## src/rtl/dtlb_ptw.sv

```systemverilog
// Two-level page-table walker that refills a DTLB on a miss.
// Optional one-entry L1 PTE cache enabled by macro DTLB_PTW_L1CACHE_EN.
module dtlb_ptw #(
   parameter int unsigned TIMEOUT = 64
) (
   input  logic        i_clk,
   input  logic        i_rst,
   input  logic        i_miss,
   input  logic [19:0] i_miss_vpn,
   input  logic [7:0]  i_ptbr,
   input  logic        i_flush,
   output logic        o_busy,
   output logic        o_mem_req,
   output logic [19:0] o_mem_addr,
   input  logic        i_mem_ready,
   input  logic [31:0] i_mem_rdata,
   output logic        o_write_en,
   output logic [19:0] o_write_vpn,
   output logic [7:0]  o_write_ppn,
   output logic        o_fault
);

   localparam int unsigned CntW = (TIMEOUT > 1) ? $clog2(TIMEOUT) : 1;
   localparam logic [CntW-1:0] LastWait = CntW'((TIMEOUT > 0) ? TIMEOUT - 1 : 0);

   typedef enum logic [2:0] {StIdle, StL1Req, StL2Req, StRefill, StFault} state_e;

   state_e          r_state, w_state_nxt;
   logic [19:0]     r_vpn, w_vpn_nxt;
   logic [7:0]      r_ptbr, w_ptbr_nxt;
   logic [7:0]      r_l1_ppn, w_l1_ppn_nxt;
   logic [7:0]      r_l2_ppn, w_l2_ppn_nxt;
   logic [CntW-1:0] r_wait, w_wait_nxt;
   logic            w_timeout;
   logic            w_hit;
   logic [7:0]      w_hit_ppn;
   logic            w_unused_rdata;

   assign w_unused_rdata = ^i_mem_rdata[30:8];
   assign w_timeout = (TIMEOUT != 0) && (r_wait == LastWait);

`ifdef DTLB_PTW_L1CACHE_EN
   logic       r_c_valid;
   logic [7:0] r_c_ptbr;
   logic [9:0] r_c_vpn;
   logic [7:0] r_c_ppn;

   assign w_hit     = r_c_valid && (r_c_ptbr == i_ptbr) && (r_c_vpn == i_miss_vpn[19:10]);
   assign w_hit_ppn = r_c_ppn;

   always_ff @(posedge i_clk or posedge i_rst) begin
      if (i_rst) begin
         r_c_valid <= 1'b0;
         r_c_ptbr  <= '0;
         r_c_vpn   <= '0;
         r_c_ppn   <= '0;
      end else if (i_flush || (w_state_nxt == StFault && r_state != StFault)) begin
         r_c_valid <= 1'b0;
      end else if (r_state == StL1Req && i_mem_ready && i_mem_rdata[31]) begin
         r_c_valid <= 1'b1;
         r_c_ptbr  <= r_ptbr;
         r_c_vpn   <= r_vpn[19:10];
         r_c_ppn   <= i_mem_rdata[7:0];
      end
   end
`else
   assign w_hit     = 1'b0;
   assign w_hit_ppn = 8'h00;
`endif

   always_comb begin
      w_state_nxt  = r_state;
      w_vpn_nxt    = r_vpn;
      w_ptbr_nxt   = r_ptbr;
      w_l1_ppn_nxt = r_l1_ppn;
      w_l2_ppn_nxt = r_l2_ppn;
      if (i_flush) begin
         w_state_nxt = StIdle;
      end else begin
         unique case (r_state)
            StIdle: begin
               if (i_miss) begin
                  w_vpn_nxt  = i_miss_vpn;
                  w_ptbr_nxt = i_ptbr;
                  if (w_hit) begin
                     w_l1_ppn_nxt = w_hit_ppn;
                     w_state_nxt  = StL2Req;
                  end else begin
                     w_state_nxt = StL1Req;
                  end
               end
            end
            StL1Req: begin
               if (i_mem_ready) begin
                  w_state_nxt  = i_mem_rdata[31] ? StL2Req : StFault;
                  w_l1_ppn_nxt = i_mem_rdata[7:0];
               end else if (w_timeout) begin
                  w_state_nxt = StFault;
               end
            end
            StL2Req: begin
               if (i_mem_ready) begin
                  w_state_nxt  = i_mem_rdata[31] ? StRefill : StFault;
                  w_l2_ppn_nxt = i_mem_rdata[7:0];
               end else if (w_timeout) begin
                  w_state_nxt = StFault;
               end
            end
            default: w_state_nxt = StIdle;
         endcase
      end
      // Any state change restarts the per-request wait count.
      w_wait_nxt = (w_state_nxt != r_state) ? '0 : r_wait + 1'b1;
   end

   always_ff @(posedge i_clk or posedge i_rst) begin
      if (i_rst) begin
         r_state  <= StIdle;
         r_vpn    <= '0;
         r_ptbr   <= '0;
         r_l1_ppn <= '0;
         r_l2_ppn <= '0;
         r_wait   <= '0;
      end else begin
         r_state  <= w_state_nxt;
         r_vpn    <= w_vpn_nxt;
         r_ptbr   <= w_ptbr_nxt;
         r_l1_ppn <= w_l1_ppn_nxt;
         r_l2_ppn <= w_l2_ppn_nxt;
         r_wait   <= w_wait_nxt;
      end
   end

   always_comb begin
      o_busy      = (r_state != StIdle);
      o_mem_req   = (r_state == StL1Req || r_state == StL2Req) && !i_flush;
      o_mem_addr  = '0;
      if (o_mem_req) begin
         o_mem_addr = (r_state == StL1Req) ? {r_ptbr, r_vpn[19:10], 2'b00}
                                           : {r_l1_ppn, r_vpn[9:0], 2'b00};
      end
      o_write_en  = (r_state == StRefill) && !i_flush;
      o_write_vpn = o_write_en ? r_vpn : '0;
      o_write_ppn = o_write_en ? r_l2_ppn : '0;
      o_fault     = (r_state == StFault) && !i_flush;
   end

endmodule

```

## config.mk

```make
export PLATFORM = sky130hd
export DESIGN_NAME = dtlb_ptw
export DESIGN_NICKNAME = d
export VERILOG_FILES = /design/src/rtl/dtlb_ptw.sv
export SDC_FILE = /design/constraint.sdc
export NUM_CORES = 1
export LEC_CHECK = 0
export ABC_AREA = 0
export BUFFER_PORTS_ARGS = -buffer_cell sky130_fd_sc_hd__buf_2
export CORE_MARGIN = 2
export CORE_UTILIZATION = 30
export DETAILED_ROUTE_END_ITERATION = 12
export SYNTH_ARGS = -nofsm -noshare
export SYNTH_HDL_FRONTEND = slang
export SYNTH_SLANG_ARGS = --single-unit
```

## constraint.sdc

```tcl
create_clock -name i_clk -period 1.55 [get_ports i_clk]
set_clock_uncertainty 0.05 [all_clocks]
set_input_delay 0.0775 -clock i_clk [delete_from_list [all_inputs] [get_ports i_clk]]
set_output_delay 0.0775 -clock i_clk [all_outputs]
set_load 0.01 [all_outputs]
```

==> results.sh, run 1 <==
export IMPL_clock_root_buffer="clkbuf_8"
export IMPL_initial_core_util_pct=31.0
export IMPL_drv_slew=0
export IMPL_dpl_hpwl_um=5030
export IMPL_numCtsBuffers=5
export IMPL_drc_errors=0
export IMPL_cp_max_fo=8
export IMPL_synth_area_leaders="dfrtp_1 (49%), mux2_2 (14%), and2_1 (6.7%)"
export IMPL_wl_per_cell_um=15.5
export IMPL_rows=34
export IMPL_grt_total_usage_pct=15.1
export IMPL_grt_max_degree=33
export IMPL_critical_path_class="flop to output pin"
export IMPL_synth_most_common_cell="dfrtp_1"
export IMPL_syn_mean_instance_area_um2=11.2
export IMPL_grt_pass1_vias=2407
export IMPL_fin_cells=519
export IMPL_port_buffers=91
export IMPL_ys_seq_area_share_pct=48.8
export IMPL_antenna_found_initial=0
export IMPL_die_w_um=99.2
export IMPL_end_kind="output pin"
export IMPL_fin_crit_ns=1.74
export IMPL_num_antenna_cells=0
export IMPL_drtIter0Drc=32
export IMPL_place_congestion=0.766
export IMPL_slowest_stage="dfrtp_2"
export IMPL_hold_start="i_mem_rdata[31]"
export IMPL_grt_ovfl_total=0
export IMPL_clk_pin_slew_ns=0.10
export IMPL_violations="negative setup slack"
export IMPL_vdd_drop_max_v=0.000488
export IMPL_fmax_ghz=0.576
export IMPL_cts_buffer_depth=2
export IMPL_leakage_uw=0.00221
export IMPL_setup_viol=64
export IMPL_synth_cells=243
export IMPL_ys_ff_latch=53
export IMPL_ys_warn_count=0
export IMPL_hold_violations=0
export IMPL_ys_async_sr_fraction_pct=100
export IMPL_antenna_left=0
export IMPL_synthFlopType="dfrtp_1"
export IMPL_r2r_slack_ns=-0.07
export IMPL_cts_tree="yes"
export IMPL_drv_cap=0
export IMPL_cts_sinks=53
export IMPL_synth_simple_area_share_pct=19.0
export IMPL_grt_pass1_wl_um=11900
export IMPL_synthMuxAreaShare_pct=19.5
export IMPL_synth_top_family_by_area="multiplexers"
export IMPL_synth_distinct_cells=33
export IMPL_drive_above_1_share_pct=59.4
export IMPL_via_per_inst=4.70
export IMPL_die_h_um=99.2
export IMPL_rsz0062_at_grt="yes"
export IMPL_synth_compound_area_share_pct=6.07
export IMPL_start_kind="flop"
export IMPL_core_area_um2=8760
export IMPL_synth_edff_count=0
export IMPL_yosys_area_share_adder_pct=0.460
export IMPL_path_cells="inv_2 -> and3_4 -> buf_12 -> nand2_4 -> a21oi_2 -> buf_2"
export IMPL_p_per_area_nw_per_um2=832
export IMPL_area_delta_synth_final_pct=64.5
export IMPL_hp_class="primary input to flop"
export IMPL_num_vias=2437
export IMPL_dr_pass1_iters=4
export IMPL_required_ns=1.42
export IMPL_cp_data_arrival_time_ns=1.61
export IMPL_fin_crit_sh_pct=112
export IMPL_yosys_top_cells_count="dfrtp_1 (53), nand2_1 (41), mux2_2 (35)"
export IMPL_status="complete, but fails checks"
export IMPL_startpoint="r_state[1]"
export IMPL_dp_cells=457
export IMPL_htree_levels=2
export IMPL_yosysTopAreaCellShare_pct=48.8
export IMPL_fp_dieArea_um2=9840
export IMPL_fin_nets=477
export IMPL_routed_wl_um=8040
export IMPL_synth_area_um2=2720
export IMPL_r2r_start="r_wait[3]"
export IMPL_clk_insertion_delay_late_ns=0.30
export IMPL_whs_ns=0.0747
export IMPL_yosys_area_top_type="dfrtp_1"
export IMPL_slowest_delay_ns=0.47
export IMPL_synth_xor_area_share_pct=1.89
export IMPL_io_pin_count=117
export IMPL_fin_ws_ns=-0.187
## report_power, final
group / total [uW] / switching [uW] / internal [uW]
Clock: 794 / 440 / 354
Sequential: 1850 / 191 / 1660
Combinational: 1080 / 459 / 625
## layout make-up
| cell class | instances | area, um^2 |
|---|---|---|
| fillers | 812 | 4290 |
| multi-input cells | 172 | 1550 |
| repair buffers | 175 | 1360 |
| flip-flops and latches | 53 | 1330 |
| well taps | 108 | 135 |
| clock buffers | 6 | 82.6 |
| inverters | 4 | 15.0 |
| clock inverters | 1 | 7.51 |
## critical path: cells and delay by family (launching register included)
kind            cells  cell delay [ns]
buf+inv             3             0.40
compound gates      1             0.13
simple gates        2             0.30
flops               1             0.47
## layout by cell type (no fill, tap or decap), types with 2 or more instances in the layout
cell           count
buf_4             23
nand3_1            4
dlygate4sd3_1     37
nor2_1             2
buf_2             89
mux2_4             9
a21oi_1            3
dfrtp_2            2
nand2_2            6
nand4_1            3
nand2_4            6
and2_1            29
dfrtp_1           51
nand3_4            3
xor2_1             3
nor4_4             3
clkbuf_8           6
a21oi_2           15
buf_6             18
nor4_2             2
clkbuf_16          3
buf_12             3
buf_8              2
mux2_2            35
inv_2              3
nand2_1           29
conb_1             2
## through the flow
step | utilization [%] | TNS, ns | worst slack (ns) | area (um^2) | power [uW]
finish | 51.1 | -7.07 | -0.187 | 4480 | 3720
global route | 51.1 | -13.17 | -0.266 | 4480 | 3960
CTS | 46.8 | -6.83 | -0.165 | 4100 | 3610
detailed placement | 39.5 | -0.345 | -0.0765 | 3460 | 2650
global placement | 39.5 | -0.00705 | -0.00198 | 3460 | 2620
floorplan | - | 0 | 0.0273 | 2720 | 2330
## cell families after synthesis
kind of cell             count (synthesis)
multiplexers                            44
buffers and inverters                   19
XOR/XNOR                                 5
AO/OA/AOI/OAI                           24
adder cells (fa/ha/maj)                  1
flip-flops                              53
other                                    1
AND/OR/NAND/NOR                         96
## flip-flops by register name (all words and copies together) (netlist names)
| signal | flops |
|---|---|
| r_l1_ppn | 8 |
| r_l2_ppn | 8 |
| r_wait | 6 |
| r_state | 3 |
| r_vpn | 20 |
| r_ptbr | 8 |
## final timing paths
kind | endpoint | depth (start not counted)
setup reg to reg | r_wait[0] | 6
setup / recovery | o_mem_addr[8] | 6
hold reg to reg | r_l2_ppn[4] | 1
min in group asynchronous | r_vpn[18] | 3
hold / removal | r_state[1] | 3
max in group asynchronous | r_vpn[14] | 4
## repair_timing
| item | CTS | global route |
|---|---|---|
| setup endpoints to repair | 64 | 77 |
| pin swaps | 10 | 23 |
| endpoints found under the hold margin | 65 | 0 |
| gates resized for setup | 37 | 50 |
| setup buffers | 3 | 10 |
| cloned | 2 | 4 |
| hold buffers | 37 | 0 |
## routing by layer
layer	up-vias	global-route usage [%]	routed length, um
met3	6	3.16	373
met5	-	0	0
met4	0	3.79	54
li1	1163	-	-
met1	1204	20.0	3500
met2	64	25.4	4110
(Power assumes the default switching activity.)
==> inputs of run 2 (changes only) <==
--- a/config.mk
+++ b/config.mk
@@ -7,9 +7,12 @@
 export LEC_CHECK = 0
 export ABC_AREA = 0
 export BUFFER_PORTS_ARGS = -buffer_cell sky130_fd_sc_hd__buf_2
+export CELL_PAD_IN_SITES_DETAIL_PLACEMENT = 0
+export CELL_PAD_IN_SITES_GLOBAL_PLACEMENT = 1
 export CORE_MARGIN = 2
 export CORE_UTILIZATION = 30
 export DETAILED_ROUTE_END_ITERATION = 12
+export PLACE_DENSITY_LB_ADDON = 0.1
 export SYNTH_ARGS = -nofsm -noshare
 export SYNTH_HDL_FRONTEND = slang
 export SYNTH_SLANG_ARGS = --single-unit
==> results.sh, run 2 (same netlist as run 1, synthesis figures left out) <==
export IMPL_cp_max_fo=19
export IMPL_clockPowerShare_pct=21.8
export IMPL_rsz0062_at_grt="yes"
export IMPL_pwr_share_comb_pct=28.4
export IMPL_place_area_um2=3470
export IMPL_drv_slew=0
export IMPL_mostFrequentLayoutCells="buf_2 (61), dfrtp_1 (51), buf_6 (42)"
export IMPL_slowest_delay_ns=0.49
export IMPL_fp_dieArea_um2=9840
export IMPL_reg2regPathDepth=7
export IMPL_grt_max_degree=41
export IMPL_path_cells="xor2_2 -> nand2_2 -> buf_12 -> a21oi_1 -> buf_2"
export IMPL_violations="negative setup slack"
export IMPL_clk_insertion_delay_late_ns=0.31
export IMPL_grt_pass1_wl_um=12900
export IMPL_drive_above_1_share_pct=64.1
export IMPL_die_h_um=99.2
export IMPL_fin_nets=480
export IMPL_largest_register="r_vpn"
export IMPL_vdd_drop_max_v=0.000415
export IMPL_antenna_left=0
export IMPL_wl_per_cell_um=16.5
export IMPL_rows=34
export IMPL_cp_data_arrival_time_ns=1.63
export IMPL_dpl_hpwl_um=5100
export IMPL_dr_pass1_iters=4
export IMPL_internal_power_uw=2590
export IMPL_hold_violations=0
export IMPL_start_kind="flop"
export IMPL_clk_pin_slew_ns=0.10
export IMPL_cts_tree="yes"
export IMPL_p_per_area_nw_per_um2=788
export IMPL_fmax_ghz=0.570
export IMPL_r2r_slack_ns=-0.19
export IMPL_design_area_um2=4690
export IMPL_status="complete, but fails checks"
export IMPL_drc_errors=0
export IMPL_grt_ovfl_total=0
export IMPL_wl_met2_um=4440
export IMPL_io_pin_count=117
export IMPL_critical_path_class="flop to output pin"
export IMPL_r2r_start="r_state[0]"
export IMPL_slowest_stage="dfrtp_2"
export IMPL_htree_levels=2
export IMPL_highest_layer="met4"
export IMPL_via_per_inst=4.67
export IMPL_end_kind="output pin"
export IMPL_setup_viol=81
export IMPL_core_area_um2=8760
export IMPL_die_w_um=99.2
export IMPL_grt_pass1_vias=2596
export IMPL_power_frac_seq_pct=49.8
export IMPL_antenna_found_initial=0
export IMPL_fin_ws_ns=-0.204
export IMPL_drv_cap=0
export IMPL_worstReg2RegEnd="r_wait[4]"
export IMPL_routed_wl_um=8620
export IMPL_hp_class="primary input to flop"
export IMPL_crit_end="o_mem_addr[10]"
export IMPL_switching_share_pct=29.8
export IMPL_port_buffers=91
export IMPL_grt_total_usage_pct=16.5
export IMPL_fin_crit_ns=1.75
export IMPL_num_antenna_cells=0
export IMPL_leakage_uw=0.00223
export IMPL_p_total_uw=3690
export IMPL_final_common_cell="buf_2"
export IMPL_cts_sinks=53
export IMPL_place_congestion=0.766
export IMPL_wl_met3_um=319
export IMPL_clock_root_buffer="clkbuf_8"
export IMPL_cts_buffer_depth=2
export IMPL_initial_core_util_pct=31.0
export IMPL_p_sw_uw=1100
export IMPL_utilization_pct=53.5
export IMPL_fin_crit_sh_pct=113
export IMPL_numCtsBuffers=5
export IMPL_largest_reg_flops=20
export IMPL_whs_ns=0.0489
export IMPL_startpoint="r_state[0]"
export IMPL_worstMarginPinSlew_ns=0.521
export IMPL_drtIter0Drc=34
export IMPL_required_ns=1.42
export IMPL_tns_ns=-10.24
export IMPL_relSlewSlack_pct=65.3
export IMPL_num_vias=2440
export IMPL_area_delta_synth_final_pct=72.4
export IMPL_met1_length_um=3790
[run 2: per-layer routing]
layer  global-route usage (%)  up-vias
met3                     3.30        7
met1                     20.5     1212
li1                         -     1169
met4                     3.79        0
met2                     29.6       52
met5                        0        -
[run 2: metrics by stage]
stage                     setup WS, ns  std cells
after floorplan                 0.0273        244
after global placement         -0.0591        454
after detailed placement       -0.0548        454
after CTS                       -0.160        515
after global routing            -0.282        523
final                           -0.204        523
[run 2: timing repair]
| item | 4_1_cts | 5_1_grt |
|---|---|---|
| buffers inserted | 14 | 4 |
| hold buffers | 37 | 0 |
| gates cloned | 2 | 4 |
| resized for setup | 59 | 66 |
| endpoints found under the hold margin | 57 | 0 |
| pin swaps | 18 | 18 |
| endpoints found under the setup margin | 61 | 101 |
[run 2: worst min-delay path by stage]
stage,from,to,depth (start not counted)
after floorplan,i_flush,o_fault,1
after global placement,i_rst,r_wait[5],2
after detailed placement,i_rst,r_wait[5],2
after CTS,i_mem_rdata[31],r_state[1],3
after global routing,i_mem_rdata[31],r_state[1],3
final,i_mem_rdata[31],r_state[1],3
[run 2: layout make-up]
class / instances / area, um^2
Timing Repair Buffer: 178 / 1590
Clock inverter: 3 / 22.5
Multi-Input combinational cell: 172 / 1530
Tap cell: 108 / 135
Fill cell: 810 / 4070
Sequential cell: 53 / 1330
Inverter: 4 / 15.0
Clock buffer: 5 / 68.8
[run 2: critical path, delay by kind of cell (launching register included)]
kind,cells,cell delay [ns]
AOI/OAI and AO/OA,1,0.14
xor gates and xnor gates,1,0.23
buffers and inverters,2,0.33
DFF,1,0.49
and+or+nand+nor,1,0.12
[run 2: power by group through the flow]
| stage | Combinational, uW | Sequential [uW] | Clock, uW |
|---|---|---|---|
| finish | 1050 | 1840 | 806 |
| detailed placement | 795 | 1850 | 0 |
| floorplan | 529 | 1800 | 0 |
| CTS | 969 | 1830 | 844 |
| global route | 1140 | 1880 | 895 |
| global placement | 786 | 1840 | 0 |
==> inputs of run 3 (changes only) <==
--- a/config.mk
+++ b/config.mk
@@ -5,7 +5,7 @@
 export SDC_FILE = /design/constraint.sdc
 export NUM_CORES = 1
 export LEC_CHECK = 0
-export ABC_AREA = 0
+export ABC_AREA = 1
 export BUFFER_PORTS_ARGS = -buffer_cell sky130_fd_sc_hd__buf_2
 export CELL_PAD_IN_SITES_DETAIL_PLACEMENT = 0
 export CELL_PAD_IN_SITES_GLOBAL_PLACEMENT = 1
==> results.sh, run 3 <==
export IMPL_cp_max_fo=9
export IMPL_start_kind="flop"
export IMPL_required_ns=1.42
export IMPL_initial_core_util_pct=30.9
export IMPL_syn_mean_instance_area_um2=7.69
export IMPL_ys_ff_latch=53
export IMPL_fill_cells=925
export IMPL_num_antenna_cells=0
export IMPL_fin_nets=563
export IMPL_synth_area_um2=2680
export IMPL_fmax_ghz=0.566
export IMPL_r2r_slack_ns=-0.12
export IMPL_path_cells="nor2_2 -> nand2_4 -> a21oi_4 -> buf_4 -> inv_8 -> a21oi_1 -> buf_2"
export IMPL_fin_crit_sh_pct=114
export IMPL_status="complete, but fails checks"
export IMPL_yosysTopAreaCellShare_pct=49.4
export IMPL_synthFlopType="dfrtp_1"
export IMPL_fp_dieArea_um2=9720
export IMPL_ys_seq_area_share_pct=49.4
export IMPL_vdd_drop_max_v=0.000424
export IMPL_dp_cells=552
export IMPL_fin_cells=606
export IMPL_fin_ws_ns=-0.216
export IMPL_setup_viol=53
export IMPL_ys_async_sr_fraction_pct=100
export IMPL_die_w_um=98.6
export IMPL_routed_wl_um=8170
export IMPL_critical_path_class="flop to output pin"
export IMPL_grt_ovfl_total=0
export IMPL_synth_area_leaders="dfrtp_1 (49%), nand2_1 (16%), o21ai_0 (6.5%)"
export IMPL_hold_violations=0
export IMPL_wl_per_cell_um=13.5
export IMPL_drv_slew=0
export IMPL_io_pin_count=117
export IMPL_cp_data_arrival_time_ns=1.64
export IMPL_grt_pass1_wl_um=12600
export IMPL_hp_class="primary input to flop"
export IMPL_grt_pass1_vias=2632
export IMPL_port_buffers=91
export IMPL_via_per_inst=4.44
export IMPL_cts_sinks=53
export IMPL_largest_register="r_vpn"
export IMPL_die_h_um=98.6
export IMPL_cts_buffer_depth=2
export IMPL_rsz0062_at_grt="yes"
export IMPL_cp_num_buf_inv=3
export IMPL_slowest_delay_ns=0.43
export IMPL_core_area_um2=8680
export IMPL_clock_root_buffer="clkbuf_8"
export IMPL_drc_errors=0
export IMPL_drtIter0Drc=69
export IMPL_ys_warn_count=0
export IMPL_num_vias=2691
export IMPL_synth_distinct_cells=28
export IMPL_htree_levels=2
export IMPL_synth_cells=349
export IMPL_numCtsBuffers=5
export IMPL_crit_family="flip-flops"
export IMPL_p_per_area_nw_per_um2=869
export IMPL_violations="negative setup slack"
export IMPL_slowest_stage="dfrtp_1"
export IMPL_synth_most_common_cell="nand2_1"
export IMPL_clk_insertion_delay_late_ns=0.32
export IMPL_drv_cap=0
export IMPL_antenna_found_initial=0
export IMPL_final_common_cell="nand2_1"
export IMPL_area_delta_synth_final_pct=56.0
export IMPL_end_kind="output pin"
export IMPL_yosys_area_top_type="dfrtp_1"
export IMPL_antenna_left=0
export IMPL_cts_tree="yes"
export IMPL_synth_edff_count=0
export IMPL_utilization_pct=48.3
export IMPL_dr_pass1_iters=4
export IMPL_drive_above_1_share_pct=38.0
export IMPL_grt_max_degree=42
export IMPL_place_congestion=0.785
export IMPL_mostFrequentLayoutCells="nand2_1 (108), buf_2 (84), dfrtp_1 (52)"
export IMPL_rows=34
export IMPL_fin_crit_ns=1.77
export IMPL_clk_pin_slew_ns=0.10
export IMPL_largest_reg_flops=20
export IMPL_leakage_uw=0.00212
export IMPL_grt_total_usage_pct=16.3
export IMPL_dpl_hpwl_um=5310
export IMPL_yosys_top_cells_count="nand2_1 (111), dfrtp_1 (53), inv_1 (44)"
[run 3: metrics by stage]
step / TNS [ns] / hold slack (ns) / setup WS (ns) / power (uW) / instance area, um^2
2_1_floorplan: 0 / 0.133 / 0.0877 / 2240 / 2690
3_3_place_gp: 0 / 0.0688 / 0.0240 / 2470 / 3330
3_5_place_dp: -0.00185 / 0.0697 / -0.00176 / 2490 / 3330
4_1_cts: -7.93 / 0.00301 / -0.204 / 3580 / 3940
5_1_grt: -12.28 / 0.00602 / -0.285 / 3880 / 4190
6_report: -7.40 / 0.00316 / -0.216 / 3640 / 4190
[run 3: worst paths after layout]
path | from | to | cells past startpoint
worst max register to register | r_state[1] | r_wait[4] | 9
worst max-delay path | r_state[1] | o_mem_addr[18] | 7
max in group asynchronous | i_rst | r_l2_ppn[5] | 4
worst min-delay path | i_mem_rdata[4] | r_l1_ppn[4] | 3
worst min register to register | r_wait[0] | r_wait[0] | 1
min in group asynchronous | i_rst | r_l1_ppn[5] | 3
[run 3: what timing repair did]
action | in CTS | in global routing
setup endpoints to repair | 53 | 78
gates cloned | 0 | 3
buffers inserted | 4 | 4
pin swaps | 2 | 6
endpoints found under the hold margin | 58 | 0
resized for setup | 32 | 49
hold buffers | 35 | 0
[run 3: report_power, final]
group / internal, uW / switching (uW) / total (uW)
clock network: 485 / 507 / 992
registers: 1640 / 146 / 1780
logic: 382 / 481 / 863
total: 2500 / 1130 / 3640
[run 3: kinds of logic (layout without fill, tap and decap cells)]
family	count (synthesis)	after routing	synth area share (%)
simple gates	168	168	25.5
buf+inv	65	213	11.8
compound gates	57	57	11.3
flops	53	53	49.4
xor+xnor	4	4	1.31
fa+ha+maj	1	1	0.466
other cells	1	2	0.140
[run 3: tightest hold or removal path: cells and delay by family]
| kind | cells | cell delay [ns] |
|---|---|---|
| buffers and inverters | 2 | 0.15 |
| AO/OA/AOI/OAI | 1 | 0.09 |
[run 3: layout make-up]
class                   count  area [um^2]  area share, %
flip-flops and latches     53         1330           31.7
multi-input cells         232         1230           29.4
repair buffers            156         1170           28.1
inverters                  48          198           4.72
well taps                 108          135           3.23
clock buffers               5         68.8           1.64
clock inverters             3         43.8           1.05
repair inverters            1         8.76          0.209
[run 3: per-layer routing]
| metal | track usage [%] | up-vias | wire length (um) |
|---|---|---|---|
| met5 | 0 | - | 0 |
| met4 | 4.74 | 0 | 107 |
| met3 | 2.98 | 8 | 325 |
| met2 | 27.2 | 58 | 4000 |
| met1 | 21.7 | 1271 | 3730 |
| li1 | - | 1354 | - |
